## config.mk

```make
export PLATFORM = sky130hd
export DESIGN_NAME = hsv_core_issue_regfile_ctrl
export DESIGN_NICKNAME = d
export VERILOG_FILES = /design/src/rtl/hsv_core_issue_regfile_ctrl.sv
export SDC_FILE = /design/constraint.sdc
export NUM_CORES = 1
export LEC_CHECK = 0
export CAP_MARGIN = 0
export CORE_ASPECT_RATIO = 0.7
export CORE_MARGIN = 1
export CORE_UTILIZATION = 48
export DETAILED_ROUTE_END_ITERATION = 16
export PLACE_DENSITY = 0.87
export SLEW_MARGIN = 25
export SYNTH_ARGS = -nofsm -noshare
export SYNTH_HDL_FRONTEND = slang
export SYNTH_SLANG_ARGS = --single-unit
```

## constraint.sdc

```tcl
create_clock -name clk_core -period 5.4 [get_ports clk_core]
set_input_delay 1.08 -clock clk_core [delete_from_list [all_inputs] [get_ports clk_core]]
set_output_delay 1.08 -clock clk_core [all_outputs]
set_load 0.05 [all_outputs]
```

## src/rtl/hsv_core_issue_regfile_ctrl.sv

```systemverilog
// Issue-stage register file controller: 3-state operand read FSM with write bypass and a
// two-requester round-robin writeback arbiter driving a single regfile write port.
module hsv_core_issue_regfile_ctrl #(
   parameter int unsigned NUM_REGS = 32
) (
   input  logic                        clk_core,
   input  logic                        rst,
   input  logic                        rd_req_valid,
   output logic                        rd_req_ready,
   input  logic [$clog2(NUM_REGS)-1:0] rd_rs1_addr,
   input  logic [$clog2(NUM_REGS)-1:0] rd_rs2_addr,
   output logic                        rd_rsp_valid,
   input  logic                        rd_rsp_ready,
   output logic [31:0]                 rd_rs1_data,
   output logic [31:0]                 rd_rs2_data,
   output logic [$clog2(NUM_REGS)-1:0] rf_rs1_addr,
   output logic [$clog2(NUM_REGS)-1:0] rf_rs2_addr,
   input  logic [31:0]                 rf_rs1_data,
   input  logic [31:0]                 rf_rs2_data,
   output logic                        rf_wr_en,
   output logic [$clog2(NUM_REGS)-1:0] rf_wr_addr,
   output logic [31:0]                 rf_wr_data,
   input  logic                        wb_a_valid,
   output logic                        wb_a_ready,
   input  logic [$clog2(NUM_REGS)-1:0] wb_a_addr,
   input  logic [31:0]                 wb_a_data,
   input  logic                        wb_b_valid,
   output logic                        wb_b_ready,
   input  logic [$clog2(NUM_REGS)-1:0] wb_b_addr,
   input  logic [31:0]                 wb_b_data
);

   localparam int unsigned AddrW = $clog2(NUM_REGS);

   typedef enum logic [1:0] {StIdle, StRead, StResp} state_e;

   state_e            r_state, w_state_nxt;
   logic [AddrW-1:0]  r_rs1_addr, r_rs2_addr;
   logic [31:0]       r_rs1_data, r_rs2_data;
   logic              r_byp1_vld, r_byp2_vld;
   logic [31:0]       r_byp1_data, r_byp2_data;
   logic              r_last_b;
   logic              w_grant_a, w_grant_b;

   // Ties go to whichever requester lost the previous contention.
   assign w_grant_a  = wb_a_valid && (!wb_b_valid || r_last_b);
   assign w_grant_b  = wb_b_valid && !w_grant_a;
   assign wb_a_ready = w_grant_a;
   assign wb_b_ready = w_grant_b;
   assign rf_wr_addr = w_grant_a ? wb_a_addr : wb_b_addr;
   assign rf_wr_data = w_grant_a ? wb_a_data : wb_b_data;
   assign rf_wr_en   = (w_grant_a || w_grant_b) && (rf_wr_addr != '0) && !rst;

   assign rd_req_ready = (r_state == StIdle);
   assign rd_rsp_valid = (r_state == StResp);
   assign rd_rs1_data  = r_rs1_data;
   assign rd_rs2_data  = r_rs2_data;
   assign rf_rs1_addr  = (r_state == StIdle) ? rd_rs1_addr : r_rs1_addr;
   assign rf_rs2_addr  = (r_state == StIdle) ? rd_rs2_addr : r_rs2_addr;

   // rf_wr_en already excludes x0, so an address match implies a nonzero operand.
   function automatic logic [31:0] f_capture(input logic [AddrW-1:0] addr,
                                             input logic              byp_vld,
                                             input logic [31:0]       byp_data,
                                             input logic [31:0]       rf_data);
      if (addr == '0)                              return 32'h0;
      else if (rf_wr_en && (rf_wr_addr == addr))   return rf_wr_data;
      else if (byp_vld)                            return byp_data;
      else                                         return rf_data;
   endfunction

   always_comb begin
      w_state_nxt = r_state;
      unique case (r_state)
         StIdle:  if (rd_req_valid) w_state_nxt = StRead;
         StRead:  w_state_nxt = StResp;
         StResp:  if (rd_rsp_ready) w_state_nxt = StIdle;
         default: w_state_nxt = StIdle;
      endcase
   end

   always_ff @(posedge clk_core or posedge rst) begin
      if (rst) begin
         r_state     <= StIdle;
         r_rs1_addr  <= '0;
         r_rs2_addr  <= '0;
         r_rs1_data  <= '0;
         r_rs2_data  <= '0;
         r_byp1_vld  <= 1'b0;
         r_byp2_vld  <= 1'b0;
         r_byp1_data <= '0;
         r_byp2_data <= '0;
         r_last_b    <= 1'b1;
      end else begin
         r_state <= w_state_nxt;
         if (wb_a_valid && wb_b_valid) r_last_b <= w_grant_b;
         unique case (r_state)
            StIdle: begin
               if (rd_req_valid) begin
                  r_rs1_addr  <= rd_rs1_addr;
                  r_rs2_addr  <= rd_rs2_addr;
                  // The regfile read launched this cycle returns pre-write data.
                  r_byp1_vld  <= rf_wr_en && (rf_wr_addr == rd_rs1_addr);
                  r_byp2_vld  <= rf_wr_en && (rf_wr_addr == rd_rs2_addr);
                  r_byp1_data <= rf_wr_data;
                  r_byp2_data <= rf_wr_data;
               end
            end
            StRead: begin
               r_rs1_data <= f_capture(r_rs1_addr, r_byp1_vld, r_byp1_data, rf_rs1_data);
               r_rs2_data <= f_capture(r_rs2_addr, r_byp2_vld, r_byp2_data, rf_rs2_data);
               r_byp1_vld <= 1'b0;
               r_byp2_vld <= 1'b0;
            end
            StResp: begin
               if (rf_wr_en && (rf_wr_addr == r_rs1_addr)) r_rs1_data <= rf_wr_data;
               if (rf_wr_en && (rf_wr_addr == r_rs2_addr)) r_rs2_data <= rf_wr_data;
            end
            default: ;
         endcase
      end
   end

endmodule

```

==> results of run 1 <==
[metrics by stage]
step | setup WS (ns) | instances | hold WS, ns | area (um2)
after floorplan | 0.626 | 718 | 0.475 | 6900
after global placement | 0.602 | 1129 | 0.486 | 9700
after detailed placement | 0.542 | 1129 | 0.495 | 9710
after CTS | 0.528 | 1145 | 0.514 | 10000
after global routing | 0.365 | 1147 | 0.525 | 10100
final | 0.497 | 1147 | 0.512 | 10100
[routing by layer]
metal | share of wire | routed length (um) | vias to the layer above
li1 | - | - | 3126
met2 | 0.44 | 10900 | 460
met4 | 0.018 | 440 | 0
met5 | 0 | 0 | -
met3 | 0.11 | 2750 | 30
met1 | 0.44 | 11000 | 3370
[worst min-delay path by stage]
| stage | from | endpoint | slack, ns | cells after the start |
|---|---|---|---|---|
| after floorplan | r_last_b$_DFFE_PP1P_ | r_last_b$_DFFE_PP1P_ | 0.47 | 1 |
| after global placement | rd_rs2_data[16]$_DFFE_PP0P_ | rd_rs2_data[16]$_DFFE_PP0P_ | 0.49 | 1 |
| after global routing | rd_rs1_data[23]$_DFFE_PP0P_ | rd_rs1_data[23]$_DFFE_PP0P_ | 0.53 | 1 |
| after detailed placement | rd_rs2_data[15]$_DFFE_PP0P_ | rd_rs2_data[15]$_DFFE_PP0P_ | 0.49 | 1 |
| after CTS | r_last_b$_DFFE_PP1P_ | r_last_b$_DFFE_PP1P_ | 0.51 | 1 |
| final | r_last_b$_DFFE_PP1P_ | r_last_b$_DFFE_PP1P_ | 0.51 | 1 |
[critical path: stages]
cell and delay, ns:
sky130_fd_sc_hd__clkdlybuf4s50_1 0.59, sky130_fd_sc_hd__nand2_4 0.55, sky130_fd_sc_hd__buf_4 0.36, sky130_fd_sc_hd__mux2i_1 0.37
sky130_fd_sc_hd__inv_1 0.12, sky130_fd_sc_hd__clkdlybuf4s50_1 0.71
[Yosys cell counts, types with 19 or more instances]
library cell | n | area [um2]
sky130_fd_sc_hd__a21oi_1 | 40 | 200
sky130_fd_sc_hd__dfrtp_1 | 110 | 2750
sky130_fd_sc_hd__nor3b_1 | 20 | 150
sky130_fd_sc_hd__nor2_1 | 100 | 375
sky130_fd_sc_hd__a221o_1 | 45 | 450
sky130_fd_sc_hd__clkbuf_1 | 42 | 158
sky130_fd_sc_hd__inv_1 | 46 | 173
sky130_fd_sc_hd__a211o_1 | 19 | 166
sky130_fd_sc_hd__a41o_1 | 19 | 190
sky130_fd_sc_hd__nor3_1 | 36 | 180
sky130_fd_sc_hd__mux2i_1 | 99 | 991
sky130_fd_sc_hd__a221oi_1 | 21 | 184
[state kept, by name (all words and copies together) (netlist names)]
signal	flops
r_byp1_vld	1
r_byp2_data	32
r_byp2_vld	1
r_last_b	1
r_rs1_addr	5
r_rs2_addr	5
r_state	2
rd_rs1_data	32
rd_rs2_data	32
[where the power goes]
group,switching [uW],total (uW),internal [uW]
Sequential,366,1590,1230
Combinational,2240,3560,1320
Clock,330,697,368
Total,2940,5850,2910
[kinds of logic (layout without fill, tap and decap cells)]
| logic type | after synthesis | after routing |
|---|---|---|
| and+or+nand+nor | 193 | 193 |
| AOI/OAI and AO/OA | 171 | 171 |
| muxes | 115 | 115 |
| DFF | 111 | 111 |
| buffers and inverters | 110 | 349 |
| xor gates and xnor gates | 18 | 18 |
[layout make-up]
class                           count  share of cell area
Tap cell                          190              0.0236
Clock inverter                      7             0.00795
Clock buffer                        9              0.0224
Sequential cell                   111               0.277
Timing Repair Buffer              286               0.284
Inverter                           47              0.0180
Multi-Input combinational cell    497               0.368
==> results.yml, run 1 <==
sta:
  part_of_the_cycle_the_worst_path_needs: 0.908
  final_report_max_slew_violation_count: 0
  timing_hold_violations_final: 0
  final_period_minus_worst_setup_slack_ns: 4.90
  fmax_mhz: 204
  rsz0062_at_grt: "false"
  headroom_to_the_max_slew_limit: 0.361
  fin_skew_ns: 0.0129
  totalNegativeSetupSlack_ns: 0
  finalSetupViolations: 0
  pin_slew_with_the_least_headroom_to_its_limit_ns: 0.959
placement:
  port-buffer-count: 269
  post-dp-hpwl_mm: 17.3
  final_gp_congestion: 0.972
route:
  totalWireLength_mm: 25.1
  routed_via_density: 6.09
  post-route-drc-count: 0
  vias_after_detailed_routing: 6986
  drt-pass1-iter-count: 5
  avgRoutedWirePerCell_um: 21.9
  drt-initial-drc-count: 582
  drtAntennaViolNets: 0
logic_synthesis:
  yosys.area_share.adder: 0
  synth_top_family_by_area: "compound AO/OA/AOI/OAI gates"
  share_of_synthesized_area_spent_on_multiplexers: 0.172
  post_synth_instance_area_um2: 6900
  synth_register_bits: 111
  number_of_warnings_reported_in_the_yosys_synthesis_log: 0
  syn-mean-instance-area_um2: 9.61
  share_of_synthesized_area_occupied_by_flip_flops_and_latches: 0.403
  synth-main-ff-cell: "sky130_fd_sc_hd__dfrtp_1"
  post_synth_inst_count: 718
  postSynthNetCount: 872
  number_of_enable_flip_flop_cells_after_synthesis: 0
  synth_compound_area_frac: 0.201
  synthSimpleGateAreaFrac: 0.134
  synth_cell_type_count: 51
  asyncSetResetFlopFracSynth: 1.00
  yosys.area_share.xor_xnor: 0.0228
critical_path:
  setup.worst_path.class: "input port to output port"
  reg2reg_setup_slack_ns: 1.92
  worst_r2r_endpoint: "rd_rs2_data[11]$_DFFE_PP0P_"
  timing.critical_path.to: "rf_wr_data[22]"
  critPathRequiredTime_ns: 4.32
  cp_startpoint: "wb_a_valid"
  r2r_start: "r_last_b$_DFFE_PP1P_"
  critical_path_arrival_ns: 3.82
  critPathLaunchType: "input port"
  rr_worst_depth: 7
  critical_path.endpoint_type: "output port"
  crit_path_max_fanout: 31
outcome:
  run_status: "completed"
clocking:
  cts_buffers: 9
  cts_htree_levels: 3
  numClockSinks: 111
  cts_setup_buffers: 0
  tritoncts: "yes"
  clock_insertion_delay_worst_skew_ns: 0.35
  cts.repair.resized: 0
  clkTransAtPathRegs_ns: 0.08
  holdBufCountCts: 0
  clock_tree.buffer_depth: 2
  cts.root.buffer_cell: "sky130_fd_sc_hd__clkbuf_16"
floorplanning:
  floorplan.rows: 36
  design.die.area_um2: 14900
  floorplan.die.height_um: 102
  die_x_um: 145
  io_pins: 270
  floorplan.initialDensity: 0.494
  core_region_area_um2: 14000
power_and_ir_drop:
  design_power_total_uw: 5850
  peakVddDrop_uv: 313
  power_density_nw_per_um2: 581
  leakagePower_uw: 0.00429
cells_and_area:
  layout.filler_cells: 1052
  final_layout_size_suffix_gt1_frac: 0.0690
  finish.utilization: 0.722
  multi_input_comb_area_um2: 3710
  ff_latch_area_um2: 2790
  antennaDiodeCount: 0
  layout_commonest_cell: "sky130_fd_sc_hd__clkdlybuf4s50_1"
  syn2layout_area_growth_pct: 46.0
  mostFrequentLayoutCells: "sky130_fd_sc_hd__clkdlybuf4s50_1, sky130_fd_sc_hd__dfrtp_1, sky130_fd_sc_hd__nor2_1"
  final_nets: 1106
global_routing:
  grt_use_total: 0.334
  first_global_vias: 6647
  grt_use_met3: 0.0835
  antenna_found_initial: 0
  grt_first_pass_wirelength_mm: 38.3
  grt_overflow: 0
  maximum_number_of_pins_on_one_net_before_global_route_repair: 61
  global_route.usage.met1: 0.473
  gr-usage-met2: 0.507
  global_route.peak_usage_layer: "met2"
flow_run:
  maxCapViolations: 0
worst_hold_path:
  worstHoldPathType: "register to register"
Power figures use the tool's default switching activity.
==> inputs of run 2 (changes only) <==
--- a/config.mk
+++ b/config.mk
@@ -6,11 +6,14 @@
 export NUM_CORES = 1
 export LEC_CHECK = 0
 export CAP_MARGIN = 0
+export CELL_PAD_IN_SITES_DETAIL_PLACEMENT = 0
+export CELL_PAD_IN_SITES_GLOBAL_PLACEMENT = 1
 export CORE_ASPECT_RATIO = 0.7
 export CORE_MARGIN = 1
-export CORE_UTILIZATION = 48
+export CORE_UTILIZATION = 35
 export DETAILED_ROUTE_END_ITERATION = 16
-export PLACE_DENSITY = 0.87
+export MAX_ROUTING_LAYER = met4
+export PLACE_DENSITY_LB_ADDON = 0.1
 export SLEW_MARGIN = 25
 export SYNTH_ARGS = -nofsm -noshare
 export SYNTH_HDL_FRONTEND = slang
==> run 2 against run 1 <==
Effect of this change:
- sequential cell count did not move
- maximum frequency barely moved
- hold slack better by 0.0042 ns
- worst setup slack got worse by 0.0010 ns
- clock-buffer cell count stayed put
- critical path type unchanged
- critical endpoint is now rf_wr_data[30]
- largest power group unchanged
- highest routed layer unchanged
==> results.yml, run 2 (synthesized netlist as in run 1, its figures left out) <==
cells_and_area:
  finish.utilization: 0.531
  final_nets: 1104
  mostFrequentLayoutCells: "sky130_fd_sc_hd__clkdlybuf4s50_1, sky130_fd_sc_hd__dfrtp_1, sky130_fd_sc_hd__mux2i_1, sky130_fd_sc_hd__nor2_1"
  antennaDiodeCount: 0
  syn2layout_area_growth_pct: 47.3
  final_layout_size_suffix_gt1_frac: 0.0670
  layout_commonest_cell: "sky130_fd_sc_hd__clkdlybuf4s50_1"
critical_path:
  r2r_start: "r_last_b$_DFFE_PP1P_"
  setup.worst_path.class: "input port to output port"
  critical_path.most_common_cell: "sky130_fd_sc_hd__clkdlybuf4s50_1"
  critical_path.endpoint_type: "output port"
  worst_r2r_endpoint: "rd_rs1_data[20]$_DFFE_PP0P_"
  critPathRequiredTime_ns: 4.32
  critical-path-max-stage-delay_ns: 0.71
  crit_path_max_fanout: 36
  critPathLaunchType: "input port"
  slowest_stage: "sky130_fd_sc_hd__clkdlybuf4s50_1"
  dominant_delay_contributor_by_cell_family_on_the_critical_path: "buffers and inverters"
  critPathBufInv: 4
  rr_worst_depth: 8
  reg2reg_setup_slack_ns: 2.01
  critical_path_arrival_ns: 3.82
  timing.critical_path.cells: "clkdlybuf4s50_1, nand2_4, buf_4, mux2i_1, inv_1, clkdlybuf4s50_1"
power_and_ir_drop:
  comb_power_share: 0.600
  leakagePower_uw: 0.00428
  intPower_uw: 2950
  peakVddDrop_uv: 297
  total_switching_power_uw: 2960
  power_density_nw_per_um2: 581
  p_clk_frac: 0.129
  power_switching_share: 0.501
  power.sequential.fraction: 0.271
clocking:
  numClockSinks: 111
  cts.root.buffer_cell: "sky130_fd_sc_hd__clkbuf_16"
  cts.repair.resized: 0
  cts_htree_levels: 3
  clock_tree.buffer_depth: 2
  holdBufCountCts: 0
  cts_setup_buffers: 0
  clock_insertion_delay_worst_skew_ns: 0.37
  tritoncts: "yes"
  clkTransAtPathRegs_ns: 0.08
  cts_buffers: 9
floorplanning:
  core_region_area_um2: 19100
  die_x_um: 170
  floorplan.initialDensity: 0.361
  design.die.area_um2: 20300
  floorplan.rows: 42
  floorplan.die.height_um: 119
  io_pins: 270
global_routing:
  antenna_found_initial: 0
  grt_use_total: 0.274
  first_global_vias: 6609
  grt_first_pass_wirelength_mm: 40.9
  maximum_number_of_pins_on_one_net_before_global_route_repair: 67
  grt_overflow: 0
placement:
  post-dp-hpwl_mm: 18.9
  final_gp_congestion: 0.887
  port-buffer-count: 269
route:
  totalWireLength_mm: 27.1
  routed_via_density: 5.58
  post-route-drc-count: 0
  drt-initial-drc-count: 573
  avgRoutedWirePerCell_um: 22.2
  drtAntennaViolNets: 0
  vias_after_detailed_routing: 6796
  drt-pass1-iter-count: 5
worst_hold_path:
  worstHoldPathCells: 1
  worst_hold_path.endpoint: "rd_rs2_data[26]$_DFFE_PP0P_"
  worstHoldPathType: "register to register"
  worst_hold_startpoint: "rd_rs2_data[26]$_DFFE_PP0P_"
sta:
  part_of_the_cycle_the_worst_path_needs: 0.908
  finalSetupViolations: 0
  pin_slew_with_the_least_headroom_to_its_limit_ns: 1.06
  fin_skew_ns: 0.0114
  totalNegativeSetupSlack_ns: 0
  fmax_mhz: 204
  timing_hold_violations_final: 0
  final_period_minus_worst_setup_slack_ns: 4.90
  headroom_to_the_max_slew_limit: 0.292
  final_report_max_slew_violation_count: 0
  rsz0062_at_grt: "false"
flow_run:
  maxCapViolations: 0
outcome:
  run_status: "completed"
run 2: cell count changes in the layout (fill, tap and decap cells not counted), sizes merged:
cell	delta
buf	-2
bufinv	+1
clkinv	-2
clkinvlp	+1
run 2: through the flow:
| stage | area, um2 | worst slack [ns] | power [uW] | hold WS, ns | cells |
|---|---|---|---|---|---|
| 2_1_floorplan | 6900 | 0.626 | 3870 | 0.475 | 718 |
| 6_report | 10200 | 0.496 | 5900 | 0.516 | 1219 |
| 3_3_place_gp | 9790 | 0.623 | 5080 | 0.487 | 1202 |
| 5_1_grt | 10200 | 0.381 | 6180 | 0.525 | 1219 |
| 3_5_place_dp | 9810 | 0.510 | 5120 | 0.494 | 1202 |
| 4_1_cts | 10100 | 0.496 | 5900 | 0.519 | 1218 |
run 2: area by class of cell:
| type | count | area (um2) |
|---|---|---|
| fill | 1746 | 8960 |
| multi-input combinational | 497 | 3700 |
| timing repair buffer | 284 | 2840 |
| sequential | 111 | 2790 |
| tap | 264 | 330 |
| clock buffer | 9 | 225 |
| inverter | 47 | 181 |
| clock inverter | 7 | 101 |
run 2: power groups by stage:
stage / combinational (uW) / sequential, uW / clock, uW
6_report: 3540 / 1600 / 762
4_1_cts: 3530 / 1590 / 775
3_3_place_gp: 3500 / 1590 / 0
5_1_grt: 3730 / 1650 / 803
2_1_floorplan: 1620 / 2250 / 0
3_5_place_dp: 3520 / 1600 / 0
run 2: worst max-delay path by stage:
stage	startpoint	end	slack [ns]	cells after the start
CTS	wb_a_valid	rf_wr_data[30]	0.50	6
global placement	wb_b_valid	rf_wr_data[30]	0.62	7
global route	wb_a_valid	rf_wr_data[29]	0.38	6
floorplan	rst	rd_rs1_data[1]$_DFFE_PP0P_	0.63	6
detailed placement	wb_a_valid	rf_wr_data[30]	0.51	6
finish	wb_a_valid	rf_wr_data[30]	0.50	6
run 2: routing by layer:
layer	wire length, um	GRT usage	vias to the layer above
met4	290	0.0569	0
met5	0	-	-
met1	12900	0.400	3358
met2	12000	0.394	302
li1	-	-	3113
met3	1980	0.0492	23
